$ cat config.mk
export PLATFORM = sky130hd
export DESIGN_NAME = aclock
export DESIGN_NICKNAME = d
export VERILOG_FILES = /design/src/rtl/aclock.sv
export SDC_FILE = /design/constraint.sdc
export NUM_CORES = 1
export LEC_CHECK = 0
export ABC_CLOCK_PERIOD_IN_PS = 4900
export CAP_MARGIN = 40
export CORE_UTILIZATION = 40
export DETAILED_ROUTE_END_ITERATION = 6
export GPL_TIMING_DRIVEN = 0
export PLACE_DENSITY_LB_ADDON = 0.25
export REMOVE_ABC_BUFFERS = 1
export SYNTH_ARGS = -nofsm -noshare
export SYNTH_HDL_FRONTEND = slang
export SYNTH_SLANG_ARGS = --single-unit
$ cat constraint.sdc
create_clock -name clk -period 4.9 [get_ports clk]
set_clock_uncertainty 0.05 [all_clocks]
set_input_delay 0.735 -clock clk [delete_from_list [all_inputs] [get_ports clk]]
set_output_delay 0.735 -clock clk [all_outputs]
set_load 0.05 [all_outputs]
$ cat src/rtl/aclock.sv
// aclock: 24-hour BCD alarm clock; seconds advance once per CLK_PER_SEC cycles.
module aclock #(
  parameter int CLK_PER_SEC = 10
) (
  input  logic       clk,
  input  logic       reset,
  input  logic [1:0] H_in1,
  input  logic [3:0] H_in0,
  input  logic [3:0] M_in1,
  input  logic [3:0] M_in0,
  input  logic       LD_time,
  input  logic       LD_alarm,
  input  logic       STOP_al,
  input  logic       AL_ON,
  output logic       Alarm,
  output logic [1:0] H_out1,
  output logic [3:0] H_out0,
  output logic [3:0] M_out1,
  output logic [3:0] M_out0,
  output logic [3:0] S_out1,
  output logic [3:0] S_out0
);
  localparam int DW = $clog2(CLK_PER_SEC);
  logic [DW-1:0] div_q;
  logic [1:0] h1_q, h1_d, ah1_q;
  logic [3:0] h0_q, m1_q, m0_q, s1_q, s0_q;
  logic [3:0] h0_d, m1_d, m0_d, s1_d, s0_d;
  logic [3:0] ah0_q, am1_q, am0_q;
  logic       alarm_q, alarm_d;
  logic       in_ok, ld_t, ld_a, tick, match;
  logic       c_s0, c_s, c_m0, c_m, c_h0, c_day;
  assign in_ok = (H_in1 < 2'd2 ? H_in0 <= 4'd9 : H_in1 == 2'd2 && H_in0 <= 4'd3)
               && M_in1 <= 4'd5 && M_in0 <= 4'd9;
  assign ld_t = LD_time && in_ok;
  assign ld_a = LD_alarm && in_ok;
  assign tick = div_q == DW'(CLK_PER_SEC - 1);
  // BCD carry chain for the one-second increment
  always_comb begin
    c_s0  = s0_q == 4'd9;
    c_s   = c_s0 && s1_q == 4'd5;
    c_m0  = c_s && m0_q == 4'd9;
    c_m   = c_m0 && m1_q == 4'd5;
    c_day = c_m && h1_q == 2'd2 && h0_q == 4'd3;
    c_h0  = c_m && h0_q == 4'd9;
    s0_d  = c_s0 ? 4'd0 : s0_q + 4'd1;
    s1_d  = c_s ? 4'd0 : c_s0 ? s1_q + 4'd1 : s1_q;
    m0_d  = c_m0 ? 4'd0 : c_s ? m0_q + 4'd1 : m0_q;
    m1_d  = c_m ? 4'd0 : c_m0 ? m1_q + 4'd1 : m1_q;
    h0_d  = (c_day || c_h0) ? 4'd0 : c_m ? h0_q + 4'd1 : h0_q;
    h1_d  = c_day ? 2'd0 : c_h0 ? h1_q + 2'd1 : h1_q;
    match = tick && !ld_t && {h1_d, h0_d, m1_d, m0_d, s1_d, s0_d} == {ah1_q, ah0_q, am1_q, am0_q, 8'd0};
    alarm_d = (STOP_al || !AL_ON) ? 1'b0 : match ? 1'b1 : alarm_q;
  end
  always_ff @(posedge clk) begin
    if (reset) begin
      {h1_q, h0_q, m1_q, m0_q} <= in_ok ? {H_in1, H_in0, M_in1, M_in0} : 14'd0;
      {s1_q, s0_q} <= 8'd0;
      div_q <= '0;
      {ah1_q, ah0_q, am1_q, am0_q} <= 14'd0;
      alarm_q <= 1'b0;
    end else begin
      if (ld_t) begin
        {h1_q, h0_q, m1_q, m0_q, s1_q, s0_q} <= {H_in1, H_in0, M_in1, M_in0, 8'd0};
      end else if (tick) begin
        {h1_q, h0_q, m1_q, m0_q, s1_q, s0_q} <= {h1_d, h0_d, m1_d, m0_d, s1_d, s0_d};
      end
      div_q <= (ld_t || tick) ? '0 : div_q + 1'b1;
      if (ld_a) {ah1_q, ah0_q, am1_q, am0_q} <= {H_in1, H_in0, M_in1, M_in0};
      alarm_q <= alarm_d;
    end
  end
  assign Alarm  = alarm_q;
  assign H_out1 = h1_q;
  assign H_out0 = h0_q;
  assign M_out1 = m1_q;
  assign M_out0 = m0_q;
  assign S_out1 = s1_q;
  assign S_out0 = s0_q;
endmodule

==> flow_summary.ini, run 1 <==
[synth]
synthCells = 311
post_synth_mux_area_share_pct = 5.37
post_synth_xor_area_fraction_pct = 4.07
ys_seq_elements = 41
synth_sequential_area_ratio_pct = 34.4
netlist_area_before_placement_um2 = 2800
synth_ff_type = sky130_fd_sc_hd__dfxtp_1
post_synth_and_or_nand_nor_area_fraction_pct = 25.7
synth_async_reset_ratio_pct = 0
synth_fa_ha_area_share_pct = 4.92
synthDistinctLibCells = 68
synth-compound-area-share_pct = 21.5
synth_edf_count = 14
synth_area_per_cell_um2 = 8.99
combinational_family_with_the_most_area_after_synthesis = simple AND/OR/NAND/NOR gates
yosysWarnings = 0

[final_layout]
fin_cells = 432
final_nets = 382
final_area_um2 = 3370
antenna-diode-count = 0
area.growth.synth_to_final_pct = 20.5
nFillCells = 672
layout.area.seq_um2 = 961
multi_input_comb_area_um2 = 1720
drive_gt1_share_pct = 5.68

[route]
drtPass1Iterations = 4
1st_iter_drt_viols = 158
vias = 2496
route.detailed.drc = 0
drt-wirelength-per-cell_um = 16.4
route.antenna.remaining_nets = 0
routed_via_density = 5.78
drt_wl_total_mm = 7.08

[grt]
pin_count_of_the_biggest_net_entering_global_routing = 19
grt_first_pass_wirelength_mm = 12.1
global_route.overflow_total = 0
groute.usage.overall_pct = 21.2
grt_antenna_before_repair = 0
number_of_global_route_vias_before_repair = 2375

[placement]
place.gp.congestion = 0.905
hpwlAfterDp_mm = 5.30
placed_cell_area_um2 = 3290
numPlacedInstances = 424
dp_worst_setup_slack_ns = 1.64
placement.io_buffers = 42

[floorplan]
core-area_um2 = 6760
initial_core_util_pct = 41.4
fp.dieArea_um2 = 7330
std_cell_rows = 30
die_width_um = 85.6
chipHeight_um = 85.6
io_pins = 43

[cts]
worstSkewPairLatency_ns = 0.29
clock-root-buffer = sky130_fd_sc_hd__clkbuf_8
clk_transition_reported_paths_ns = 0.08
cts_sinks = 41
numCtsBuffers = 5
cts_setup_buffers = 0
ctsLongestPathBuffers = 2
cts_tree = built
cts.htree.levels = 2
post_cts_hold_buffer_count = 0
cts-resized-gates = 0

[pwr]
power.density_nw_per_um2 = 228
p_sw_uw = 234
vdd_ir_drop_max_mv = 0.117
clock_power_share_pct = 28.3
p_sw_share_pct = 30.4
cellInternalPower_uw = 535
seq_power_share_pct = 51.2
power_frac_comb_pct = 20.5
total_leakage_power_uw = 0.00126

[critical_path]
timing.setup.critical_path_class = flop to flop
worst-endpoint-required_ns = 5.07
critical_path_source_type = flop
cp_slowest_cell = sky130_fd_sc_hd__nor3_1
cp_data_arrival_time_ns = 3.29
critical_path.cell_chain = ha_1 > nand3b_1 > nor3_1 > mux2i_1 > o2111ai_1 > nor4b_2 > nand4_1 > o22ai_2
cp_slowest_stage_delay_ns = 0.62
worst-path-max-fanout = 11
setup.worst_path.end_class = flop
worstRegToRegCells = 8

[sta]
slew_violations = 0
worst_pin_slew_ns = 0.747
setup_tns_ns = 0
final_hold_viol_count = 0
timing.final.crit_share_pct = 63.6
grt_setup_unrepaired = false
setup_violations = 0
worst_slew_margin_rel_pct = 50.1
clock.fmax_mhz = 321
timing.final.crit_period_ns = 3.12
post_layout_worst_setup_margin_ns = 1.78

[min_path]
holdPathStages = 1
hold_class = flop to flop

[run_status]
status = completed

[job]
drv_cap = 0
==> path summary, 6_finish.rpt <==
path,startpoint,to,slack [ns]
worst max-delay path,S_out1[0],Alarm,1.78
worst min-delay path,div_q[0],div_q[0],0.43
worst max register to register,S_out1[0],Alarm,1.78
worst min register to register,div_q[0],div_q[0],0.43
==> flip-flops by register name, indices dropped and copies added, names as in the netlist <==
register,flops
Alarm,1
H_out0,4
H_out1,2
M_out0,4
M_out1,4
S_out0,4
S_out1,4
ah0_q,4
ah1_q,2
am0_q,4
am1_q,4
div_q,4
==> placed cells by master, fill, tap and decap left out, drive strengths merged, types with 4 or more instances in the layout <==
cell / synthesis / layout
mux2i: 15 / 15
xnor2: 6 / 6
nor2: 34 / 34
o21a: 4 / 4
and3b: 4 / 4
clkdlybuf4s50: 0 / 42
edfxtp: 14 / 14
nand2b: 8 / 8
o211ai: 4 / 4
o21ai: 24 / 24
nor2b: 4 / 4
nor4: 5 / 5
nand4: 6 / 6
o41ai: 4 / 4
ha: 11 / 11
xor2: 7 / 7
nand3b: 4 / 4
nand2: 22 / 22
a21oi: 19 / 19
dfxtp: 27 / 27
inv: 15 / 15
nand3: 9 / 9
nor3: 8 / 8
clkbuf: 4 / 8
==> cells in the mapped netlist (2+ instances only) <==
cell	n	area share (%)
sky130_fd_sc_hd__o21ai_0	22	3.9
sky130_fd_sc_hd__dfxtp_1	27	19
sky130_fd_sc_hd__and3_1	3	0.67
sky130_fd_sc_hd__o2111ai_1	2	0.63
sky130_fd_sc_hd__ha_1	11	4.9
sky130_fd_sc_hd__nor2_1	33	4.4
sky130_fd_sc_hd__o21ai_1	2	0.36
sky130_fd_sc_hd__xor2_1	7	2.2
sky130_fd_sc_hd__o21a_1	4	1.1
sky130_fd_sc_hd__nand3b_1	4	1.1
sky130_fd_sc_hd__mux2i_1	15	5.4
sky130_fd_sc_hd__nand2_1	22	3.0
sky130_fd_sc_hd__a22o_1	3	0.94
sky130_fd_sc_hd__and3b_1	4	1.3
sky130_fd_sc_hd__nand2b_1	8	1.8
sky130_fd_sc_hd__inv_1	15	2.0
sky130_fd_sc_hd__o31ai_1	2	0.54
sky130_fd_sc_hd__o41ai_1	2	0.63
sky130_fd_sc_hd__a221oi_1	2	0.63
sky130_fd_sc_hd__buf_2	4	0.72
sky130_fd_sc_hd__xnor2_1	6	1.9
sky130_fd_sc_hd__a21oi_1	19	3.4
sky130_fd_sc_hd__clkbuf_1	4	0.54
sky130_fd_sc_hd__nand3_1	8	1.4
sky130_fd_sc_hd__a2111oi_0	2	0.63
sky130_fd_sc_hd__nor4_4	2	1.5
sky130_fd_sc_hd__nor4_1	3	0.67
sky130_fd_sc_hd__edfxtp_1	14	15
sky130_fd_sc_hd__a21o_1	2	0.54
sky130_fd_sc_hd__nor2b_1	4	0.90
sky130_fd_sc_hd__nand4b_1	3	0.94
sky130_fd_sc_hd__nor3_1	8	1.4
sky130_fd_sc_hd__or4_1	2	0.54
sky130_fd_sc_hd__nand4_1	5	1.1
sky130_fd_sc_hd__o211ai_1	4	1.1
==> area by class of cell <==
type / count / area share, %
repair buffers: 44 / 13.3
flip-flops and latches: 41 / 28.5
clock buffers: 8 / 2.38
well taps: 80 / 2.97
inverters: 15 / 1.67
multi-input cells: 244 / 51.2
==> worst max-delay path, delay by kind of cell, from the launching register on <==
family | cells | cell delay (ns)
muxes | 1 | 0.30
and+or+nand+nor | 4 | 1.67
DFF | 1 | 0.48
AOI/OAI and AO/OA | 2 | 0.29
adders and majority gates | 1 | 0.26
==> layer usage <==
layer / vias up / wire length (um) / GRT usage, %
li1: 1247 / - / -
met1: 1166 / 3280 / 29.4
met2: 74 / 3300 / 33.2
met3: 9 / 398 / 3.08
met4: 0 / 97 / 8.48
met5: - / 0 / 0
==> power by group through the flow <==
| stage | sequential [uW] | combinational [uW] | clock (uW) |
|---|---|---|---|
| 2_1_floorplan | 427 | 66.8 | 0 |
| 3_3_place_gp | 401 | 154 | 0 |
| 3_5_place_dp | 401 | 157 | 0 |
| 4_1_cts | 393 | 158 | 226 |
| 5_1_grt | 396 | 172 | 242 |
| 6_report | 393 | 158 | 218 |
==> stage by stage <==
step / power [uW] / util (%) / hold WS, ns
after global routing: 810 / 49.9 / 0.462
after global placement: 555 / 48.2 / 0.395
final: 769 / 49.9 / 0.427
after floorplan: 493 / - / 0.383
after detailed placement: 558 / 48.7 / 0.420
after CTS: 777 / 49.9 / 0.439
==> logic make-up (layout without fill, tap and decap cells) <==
kind of cell,Yosys count,in the layout
simple gates,120,120
compound gates,85,85
flops,41,41
buf+inv,26,67
mux,15,15
xor+xnor,13,13
fa+ha+maj,11,11
Note: power is estimated with default switching activity, not from simulation.
==> run 2, diff against run 1 <==
- ABC_CLOCK_PERIOD_IN_PS: 4900 -> 2900
- clock period: 4.9 -> 2.9 ns (I/O delays scaled with it)
==> run 2 against run 1 <==
  * Fmax increased by 13%
  * Critical endpoint unchanged
  * Power up 70%
  * Die area did not move
  * Flip-flop and latch count unchanged
  * Combinational power grew 75%
==> flow_summary.ini, run 2 (synthesized netlist as in run 1, its figures left out) <==
[grt]
grt_antenna_before_repair = 0
number_of_global_route_vias_before_repair = 2370
groute.usage.overall_pct = 21.1
grt_first_pass_wirelength_mm = 12.1
global_route.overflow_total = 0
pin_count_of_the_biggest_net_entering_global_routing = 19

[job]
drv_cap = 0

[floorplan]
initial_core_util_pct = 41.4
chipHeight_um = 85.6
std_cell_rows = 30
core-area_um2 = 6760
fp.dieArea_um2 = 7330
io_pins = 43
die_width_um = 85.6

[sta]
timing.final.crit_share_pct = 95.4
final_hold_viol_count = 0
worst_slew_margin_rel_pct = 49.3
slew_violations = 0
clock.fmax_mhz = 361
setup_violations = 0
timing.final.crit_period_ns = 2.77
worst_pin_slew_ns = 0.758
setup_tns_ns = 0

[pwr]
power.density_nw_per_um2 = 380
vdd_ir_drop_max_mv = 0.197
total_leakage_power_uw = 0.00129

[cts]
cts_sinks = 41
numCtsBuffers = 5
cts.htree.levels = 2
clk_transition_reported_paths_ns = 0.08
ctsLongestPathBuffers = 2
post_cts_hold_buffer_count = 0
cts_tree = built
worstSkewPairLatency_ns = 0.29
clock-root-buffer = sky130_fd_sc_hd__clkbuf_8

[critical_path]
timing.setup.critical_path_class = flop to flop
worst-endpoint-required_ns = 3.07
critical_path_source_type = flop
cp_slowest_cell = sky130_fd_sc_hd__and3b_1
cp.buffers_inverters = 1
cp_data_arrival_time_ns = 2.94
worst-path-max-fanout = 9
path_delay_family = simple AND/OR/NAND/NOR gates
cp_slowest_stage_delay_ns = 0.46
critical_path.cell_chain = inv_1 > ha_1 > and3b_1 > nand4_4 > o31ai_1 > o2111ai_1 > nor4b_2 > nand4_1 > o22ai_2
setup.worst_path.end_class = flop

[final_layout]
nFillCells = 666
antenna-diode-count = 0
layout_commonest_cell = sky130_fd_sc_hd__clkdlybuf4s50_1
final_nets = 388
layout.cells.most_common_list = sky130_fd_sc_hd__clkdlybuf4s50_1, sky130_fd_sc_hd__nor2_1, sky130_fd_sc_hd__dfxtp_1, sky130_fd_sc_hd__o21ai_0, sky130_fd_sc_hd__nand2_1
drive_gt1_share_pct = 7.82
area.growth.synth_to_final_pct = 22.8
fin_cells = 438

[route]
route.antenna.remaining_nets = 0
route.detailed.drc = 0
drt-wirelength-per-cell_um = 16.4
routed_via_density = 5.76
1st_iter_drt_viols = 136
drtPass1Iterations = 5
vias = 2524
drt_wl_total_mm = 7.19

[placement]
hpwlAfterDp_mm = 5.30
placement.io_buffers = 42
numPlacedInstances = 424
place.gp.congestion = 0.905

[min_path]
hold_class = flop to flop

[run_status]
status = completed
==> run 2: area by class of cell <==
cell class | instances | area [um^2] | share of cell area (%)
sequential | 41 | 961 | 28.0
multi-input combinational | 244 | 1730 | 50.4
inverter | 15 | 56.3 | 1.64
timing repair buffer | 50 | 504 | 14.7
tap | 80 | 100 | 2.92
clock buffer | 8 | 80.1 | 2.33
==> run 2: stage by stage <==
step                hold slack (ns)  worst slack (ns)  util [%]  power (uW)  area (um^2)
detailed placement            0.420            -0.167      48.7         944         3290
global placement              0.395            -0.425      48.2         938         3260
finish                        0.427             0.133      50.8        1300         3430
floorplan                     0.383            0.0774         -         834         2740
global route                  0.462          -0.00256      50.8        1380         3430
CTS                           0.439             0.132      50.3        1310         3400
==> run 2: repair_timing <==
action | 4_1_cts | 5_1_grt
buffers inserted | 2 | 4
endpoints found under the setup margin | 1 | 1
gates resized for setup | 1 | 2
==> run 2: worst paths after layout <==
kind / from / end / slack (ns) / cells after the start
max: M_out0[1] / Alarm / 0.13 / 9
min: div_q[0] / div_q[0] / 0.43 / 1
max reg2reg: M_out0[1] / Alarm / 0.13 / 9
min reg2reg: div_q[0] / div_q[0] / 0.43 / 1
==> run 2: per-layer routing <==
layer  global-route usage [%]  up-vias  wire (um)
met4                     7.58        0        137
met5                        0        -          0
li1                         -     1260          -
met1                     29.6     1170       3360
met2                     33.1       81       3310
met3                     3.08       13        378
==> run 2: power breakdown <==
| part | internal [uW] | leakage (uW) | switching, uW |
|---|---|---|---|
| Combinational | 116 | 0.000892 | 159 |
| Clock | 171 | 0.0000395 | 195 |
| Sequential | 622 | 0.000362 | 40.6 |
| Total | 910 | 0.00129 | 395 |
